File: src/rtl/beat_pkg.sv
// Shared types, widths and helpers for the beat judge and its per-lane slots.
package beat_pkg;

    typedef logic [1:0] circletype_t;

    typedef enum logic {
        StIdle,
        StLive
    } slot_state_t;

    localparam int unsigned CNT_W     = 4;
    localparam int unsigned NUM_SLOTS = 4;

    localparam logic [7:0] KEY0_DEFAULT = 8'd4;
    localparam logic [7:0] KEY1_DEFAULT = 8'd22;
    localparam logic [7:0] KEY2_DEFAULT = 8'd7;
    localparam logic [7:0] KEY3_DEFAULT = 8'd9;

    // Saturating add; inc is at most NUM_SLOTS, so the sum fits in CNT_W+1 bits.
    function automatic logic [CNT_W-1:0] sat_add(input logic [CNT_W-1:0] cnt,
                                                 input logic [2:0]       inc);
        logic [CNT_W:0] w_sum;
        w_sum = {1'b0, cnt} + {{(CNT_W - 2){1'b0}}, inc};
        if (w_sum[CNT_W]) begin
            return {CNT_W{1'b1}};
        end
        return w_sum[CNT_W-1:0];
    endfunction

    function automatic logic [2:0] popcount4(input logic [3:0] vec);
        return {2'b00, vec[0]} + {2'b00, vec[1]} + {2'b00, vec[2]} + {2'b00, vec[3]};
    endfunction

endpackage

File: src/rtl/beat_slot.sv
// One hit-window lane: IDLE/LIVE state plus a down-counter, reporting a hit or miss
// for the circle it held on the cycle the circle is judged.
module beat_slot
    import beat_pkg::*;
#(
    parameter int unsigned HIT_WINDOW = 60
) (
    input  logic Clk,
    input  logic Reset,
    input  logic clear,
    input  logic i_spawn,
    input  logic i_press,
    output logic o_live,
    output logic o_hit,
    output logic o_miss
);

    localparam int unsigned TIMER_W = $clog2(HIT_WINDOW + 1);
    localparam logic [TIMER_W-1:0] TIMER_LOAD = TIMER_W'(HIT_WINDOW);
    localparam logic [TIMER_W-1:0] TIMER_LAST = TIMER_W'(1);

    slot_state_t        r_state;
    slot_state_t        w_state_next;
    logic [TIMER_W-1:0] r_timer;
    logic [TIMER_W-1:0] w_timer_next;
    logic               w_expiring;

    assign w_expiring = (r_timer == TIMER_LAST);
    assign o_live     = (r_state == StLive);

    always_ff @(posedge Clk) begin
        if (Reset || clear) begin
            r_state <= StIdle;
            r_timer <= '0;
        end else begin
            r_state <= w_state_next;
            r_timer <= w_timer_next;
        end
    end

    // Judgement uses the pre-update state; a spawn always (re)loads the window afterwards.
    always_comb begin
        w_state_next = r_state;
        w_timer_next = r_timer;
        o_hit        = 1'b0;
        o_miss       = 1'b0;
        unique case (r_state)
            StIdle: begin
                if (i_spawn) begin
                    w_state_next = StLive;
                    w_timer_next = TIMER_LOAD;
                end
            end
            StLive: begin
                w_timer_next = r_timer - TIMER_LAST;
                if (i_press) begin
                    o_hit        = 1'b1;
                    w_state_next = StIdle;
                end else if (i_spawn || w_expiring) begin
                    o_miss       = 1'b1;
                    w_state_next = StIdle;
                end
                if (i_spawn) begin
                    w_state_next = StLive;
                    w_timer_next = TIMER_LOAD;
                end
            end
        endcase
    end

endmodule

File: src/rtl/beat_judge.sv
// Judges key presses against spawned circles: press edge detection, four hit-window
// lanes, saturating hit/miss counters, feedback pulses and the pass flag.
module beat_judge
    import beat_pkg::*;
#(
    parameter int unsigned HIT_WINDOW     = 60,
    parameter int unsigned PASS_THRESHOLD = 3,
    parameter logic [7:0]  KEY0           = KEY0_DEFAULT,
    parameter logic [7:0]  KEY1           = KEY1_DEFAULT,
    parameter logic [7:0]  KEY2           = KEY2_DEFAULT,
    parameter logic [7:0]  KEY3           = KEY3_DEFAULT
) (
    input  logic             Clk,
    input  logic             Reset,
    input  logic             clear,
    input  logic             spawn,
    input  circletype_t      circletype,
    input  logic [7:0]       keycode,
    output logic [3:0]       active,
    output logic [CNT_W-1:0] hit_count,
    output logic [CNT_W-1:0] miss_count,
    output logic             hit_pulse,
    output logic             miss_pulse,
    output logic             playerpass
);

    localparam logic [NUM_SLOTS-1:0][7:0] KEYS = {KEY3, KEY2, KEY1, KEY0};

    logic [7:0]           r_prev_key;
    logic [CNT_W-1:0]     r_hit_count;
    logic [CNT_W-1:0]     r_miss_count;
    logic                 r_hit_pulse;
    logic                 r_miss_pulse;

    logic [NUM_SLOTS-1:0] w_press;
    logic [NUM_SLOTS-1:0] w_spawn;
    logic [NUM_SLOTS-1:0] w_live;
    logic [NUM_SLOTS-1:0] w_hit;
    logic [NUM_SLOTS-1:0] w_miss;

    for (genvar g = 0; g < NUM_SLOTS; g++) begin : g_slot
        // A held key only counts on the cycle it first appears.
        assign w_press[g] = (keycode == KEYS[g]) && (r_prev_key != KEYS[g]);
        assign w_spawn[g] = spawn && (circletype == circletype_t'(g));

        beat_slot #(
            .HIT_WINDOW (HIT_WINDOW)
        ) u_slot (
            .Clk     (Clk),
            .Reset   (Reset),
            .clear   (clear),
            .i_spawn (w_spawn[g]),
            .i_press (w_press[g]),
            .o_live  (w_live[g]),
            .o_hit   (w_hit[g]),
            .o_miss  (w_miss[g])
        );
    end

    always_ff @(posedge Clk) begin
        if (Reset || clear) begin
            r_prev_key   <= '0;
            r_hit_count  <= '0;
            r_miss_count <= '0;
            r_hit_pulse  <= 1'b0;
            r_miss_pulse <= 1'b0;
        end else begin
            r_prev_key   <= keycode;
            r_hit_count  <= sat_add(r_hit_count, popcount4(w_hit));
            r_miss_count <= sat_add(r_miss_count, popcount4(w_miss));
            r_hit_pulse  <= |w_hit;
            r_miss_pulse <= |w_miss;
        end
    end

    assign active     = w_live;
    assign hit_count  = r_hit_count;
    assign miss_count = r_miss_count;
    assign hit_pulse  = r_hit_pulse;
    assign miss_pulse = r_miss_pulse;
    assign playerpass = (32'(r_hit_count) >= PASS_THRESHOLD);

endmodule

File: config.mk
export PLATFORM = sky130hd
export DESIGN_NAME = beat_judge
export DESIGN_NICKNAME = d
export VERILOG_FILES = /design/src/rtl/beat_pkg.sv /design/src/rtl/beat_slot.sv /design/src/rtl/beat_judge.sv
export SDC_FILE = /design/constraint.sdc
export NUM_CORES = 1
export LEC_CHECK = 0
export CORE_ASPECT_RATIO = 0.6
export CORE_MARGIN = 4
export CORE_UTILIZATION = 55
export DETAILED_ROUTE_END_ITERATION = 10
export GPL_ROUTABILITY_DRIVEN = 0
export PLACE_DENSITY = 0.79
export SETUP_SLACK_MARGIN = 0.3
export SYNTH_ARGS = -nofsm -noshare
export SYNTH_HDL_FRONTEND = slang
export SYNTH_SLANG_ARGS = --single-unit
File: constraint.sdc
create_clock -name Clk -period 3.9 [get_ports Clk]
set_input_delay 0.78 -clock Clk [delete_from_list [all_inputs] [get_ports Clk]]
set_output_delay 0.78 -clock Clk [all_outputs]
set_load 0.005 [all_outputs]
==> out/qor.txt <==
Dpl hpwl -> 3.45 mm
Die area -> 0.00522 mm^2
Final wirelength -> 4.82 mm
DP Area -> 0.00264 mm^2
Port bufs -> 28
Via/cell ratio -> 5.36
Sequential share of power -> 0.585
Slew Limit Fails -> 0
Pin count of the biggest net entering global routing -> 34
Residual DRC count -> 0
Worst setup path end -> hit_count[1]$_SDFF_PP0_
CP startpoint kind -> input port
Worst-path clk slew -> 0.08 ns
Synth Instances -> 243
Final WS setup -> 0.439 ns
DRT iter0 DRCs -> 88
FMAX -> 289 MHz
Clock sink count -> 46
Core region area -> 0.00381 mm^2
IO Count -> 29
CTS tree -> yes
Max cap viols -> 0
Vias in the first global route -> 1706
Die Wd -> 90.7 um
Status -> finished, final reports clean
R2r worst-path depth -> 9
Highest ir drop seen on vdd -> 197 uV
Die height -> 57.6 um
Logic pwr share -> 0.091
WL/cell -> 14.5 um
Final hold violations -> 0
Main combinational cell family by area after synthesis -> simple AND/OR/NAND/NOR gates
Num CTS Buffers -> 5
Area share of the largest cell type after synthesis -> 0.408
Max Root-Sink Buffers -> 2
Relative slew slack -> 0.544
CP startpoint -> keycode[1]
Tightest Hold Check Type -> reg -> reg
Register area share after synthesis -> 0.408
Internal power -> 0.641 mW
H-tree Lvls -> 2
DP Worst Slack -> -0.250 ns
Crit end category -> register
Gr usage total -> 0.200
RSZ-0062 raised after global routing -> false
Initial antenna violation count -> 0
Crit share post-route -> 0.887
CP max FO -> 2
Synth Area in Adders -> 0.109
Compound-Gate Fraction of Synth Area -> 0.124
Total Nets Final -> 315
Seq cells post-synth -> 46
Leakage -> 1.04 nW
HP Start -> g_slot[3].u_slot.r_timer[1]$_SDFFE_PP0P_
Number of library cell types mapped by synthesis -> 46
R2R Path Start -> r_prev_key[0]$_SDFF_PP0_
Pin slew with the least headroom to its limit -> 0.681 ns
Synth area leader -> dfxtp_1
Clock Latency Late Sink -> 0.29 ns
Antenna-violating nets left -> 0
Syn Nets -> 273
Worst reg2reg endpoint -> miss_count[1]$_SDFF_PP0_
Power Dens Cells -> 300 mW/mm^2
Setup violators final -> 0
Layout cell share with drive strength beyond 1 -> 0.144
Kind of critical path -> in -> reg
Post-synth EDFFs -> 0
Tmin final -> 3.46 ns
Crit path required time -> 4.05 ns
Ys flop type -> dfxtp_1
Ranking of synthesized cells by area -> dfxtp_1 41%, a21oi_1 5.5%, ha_1 5.5%
Starting Density -> 0.592
Xor-xnor portion of the synthesized cell area -> 0.0777
Design Area, Final -> 0.00279 mm^2
Clk pwr share -> 0.324
Area Growth Syn to Fin -> 23.9%
Drt pass-1 iters -> 4
First-pass GRT wire length -> 8.36 mm
Mean cell area of the mapped netlist -> 9.28 um^2
Synth Area in Simple Gates -> 0.224
P_sw -> 0.198 mW
Syn Std Cell Area -> 0.00225 mm^2
Syn. warnings -> 0
Ys async rst share -> 0
Reg2Reg Setup Slack -> 0.86 ns
Data arrival, critical path -> 3.61 ns
Root buf cell -> clkbuf_8
FP Rows -> 17
Grt ovf -> 0
Mux cell area share after synthesis -> 0.00444
Worst Skew -> 0.00659 ns
Diode count -> 0
Sw frac -> 0.237
Vias post-DR -> 1780
metal layers:
layer  vias up  wire, um  GRT usage
met5         -         0          0
met4         0        34     0.0501
met3         5       267     0.0553
met2        50      2070      0.288
met1       813      2440      0.294
li1        912         -          -
area by class of cell:
type                            count  area, um^2
Multi-Input combinational cell    169        1250
Fill cell                         270        1010
Sequential cell                    46         921
Timing Repair Buffer               45         418
Clock buffer                        5        68.8
Inverter                           18        67.6
Tap cell                           47        58.8
Clock inverter                      2        10.0
how the worst min path moves through the flow:
stage,end,slack [ns],depth (start not counted)
2_1_floorplan,g_slot[0].u_slot.r_timer[1]$_SDFFE_PP0P_,0.48,2
3_3_place_gp,g_slot[0].u_slot.r_timer[1]$_SDFFE_PP0P_,0.50,2
3_5_place_dp,g_slot[3].u_slot.r_timer[1]$_SDFFE_PP0P_,0.51,2
4_1_cts,g_slot[3].u_slot.r_timer[1]$_SDFFE_PP0P_,0.52,2
5_1_grt,g_slot[1].u_slot.r_timer[1]$_SDFFE_PP0P_,0.54,2
6_report,g_slot[3].u_slot.r_timer[1]$_SDFFE_PP0P_,0.51,2
Yosys cell counts (3+ instances only):
library cell   n
dfxtp_1       46
a21oi_1       25
nand2_1       19
inv_1         18
nor2_1        16
xnor2_1       12
ha_1          10
and2_1         9
nor3_1         8
xor2_1         8
clkbuf_1       6
fa_1           6
nand3_1        6
nand3b_1       5
buf_4          4
nor4_1         4
nor2b_1        3
nor3b_1        3
registers in the layout, summed over array words and instances (netlist names):
name / flops
miss_pulse: 1
miss_count: 4
r_prev_key: 8
g_slot.u_slot.r_timer: 24
hit_pulse: 1
hit_count: 4
g_slot.u_slot.o_live: 4
worst max-delay path, cell delays in order:
cell             delay (ns)
clkdlybuf4s50_1        0.42
or3_1                  0.45
a2111oi_4              0.25
buf_4                  0.18
nand2_2                0.06
fa_1                   0.50
fa_2                   0.37
inv_2                  0.07
fa_1                   0.40
inv_1                  0.08
a21oi_1                0.06
kinds of logic (layout without fill, tap and decap cells):
| group | Yosys count | in the layout |
|---|---|---|
| AOI/OAI and AO/OA | 43 | 43 |
| DFF | 46 | 46 |
| adders and majority gates | 16 | 16 |
| xor gates and xnor gates | 20 | 20 |
| buffers and inverters | 28 | 70 |
| and+or+nand+nor | 89 | 89 |
| muxes | 1 | 1 |
cell usage in the layout, fill, tap and decap left out, drive strengths merged, types with 4 or more instances in the layout:
master	n
and2	10
nor4	4
clkbuf	5
a21oi	25
nand3b	5
inv	18
nand2	19
nor3	8
ha	10
dfxtp	46
xor2	8
xnor2	12
dlymetal6s2s	4
buf	17
nand3	6
clkdlybuf4s50	24
nor2	16
fa	6
per-stage QoR:
step                      utilization  TNS, ns  total power, mW  cells  hold slack, ns
after global routing            0.733        0            0.872    332           0.545
after detailed placement        0.694    -1.21            0.575    321           0.508
after CTS                       0.727        0            0.843    331           0.519
final                           0.733        0            0.839    332           0.512
after global placement          0.694   -0.803            0.573    321           0.498
after floorplan                     -        0            0.538    243           0.480
what timing repair did:
action,CTS,global route
endpoints found under the setup margin,8,8
pin swaps,7,5
hold buffers,0,0
buffers inserted,3,1
gates resized for setup,6,7
gates cloned,0,0
power groups by stage:
stage          logic [mW]  clock network [mW]  registers (mW)
2_1_floorplan      0.0402                   0           0.498
3_3_place_gp       0.0725                   0           0.501
3_5_place_dp       0.0740                   0           0.501
4_1_cts            0.0758               0.277           0.490
5_1_grt            0.0839               0.296           0.492
6_report           0.0761               0.272           0.491
Power figures use the tool's default switching activity.
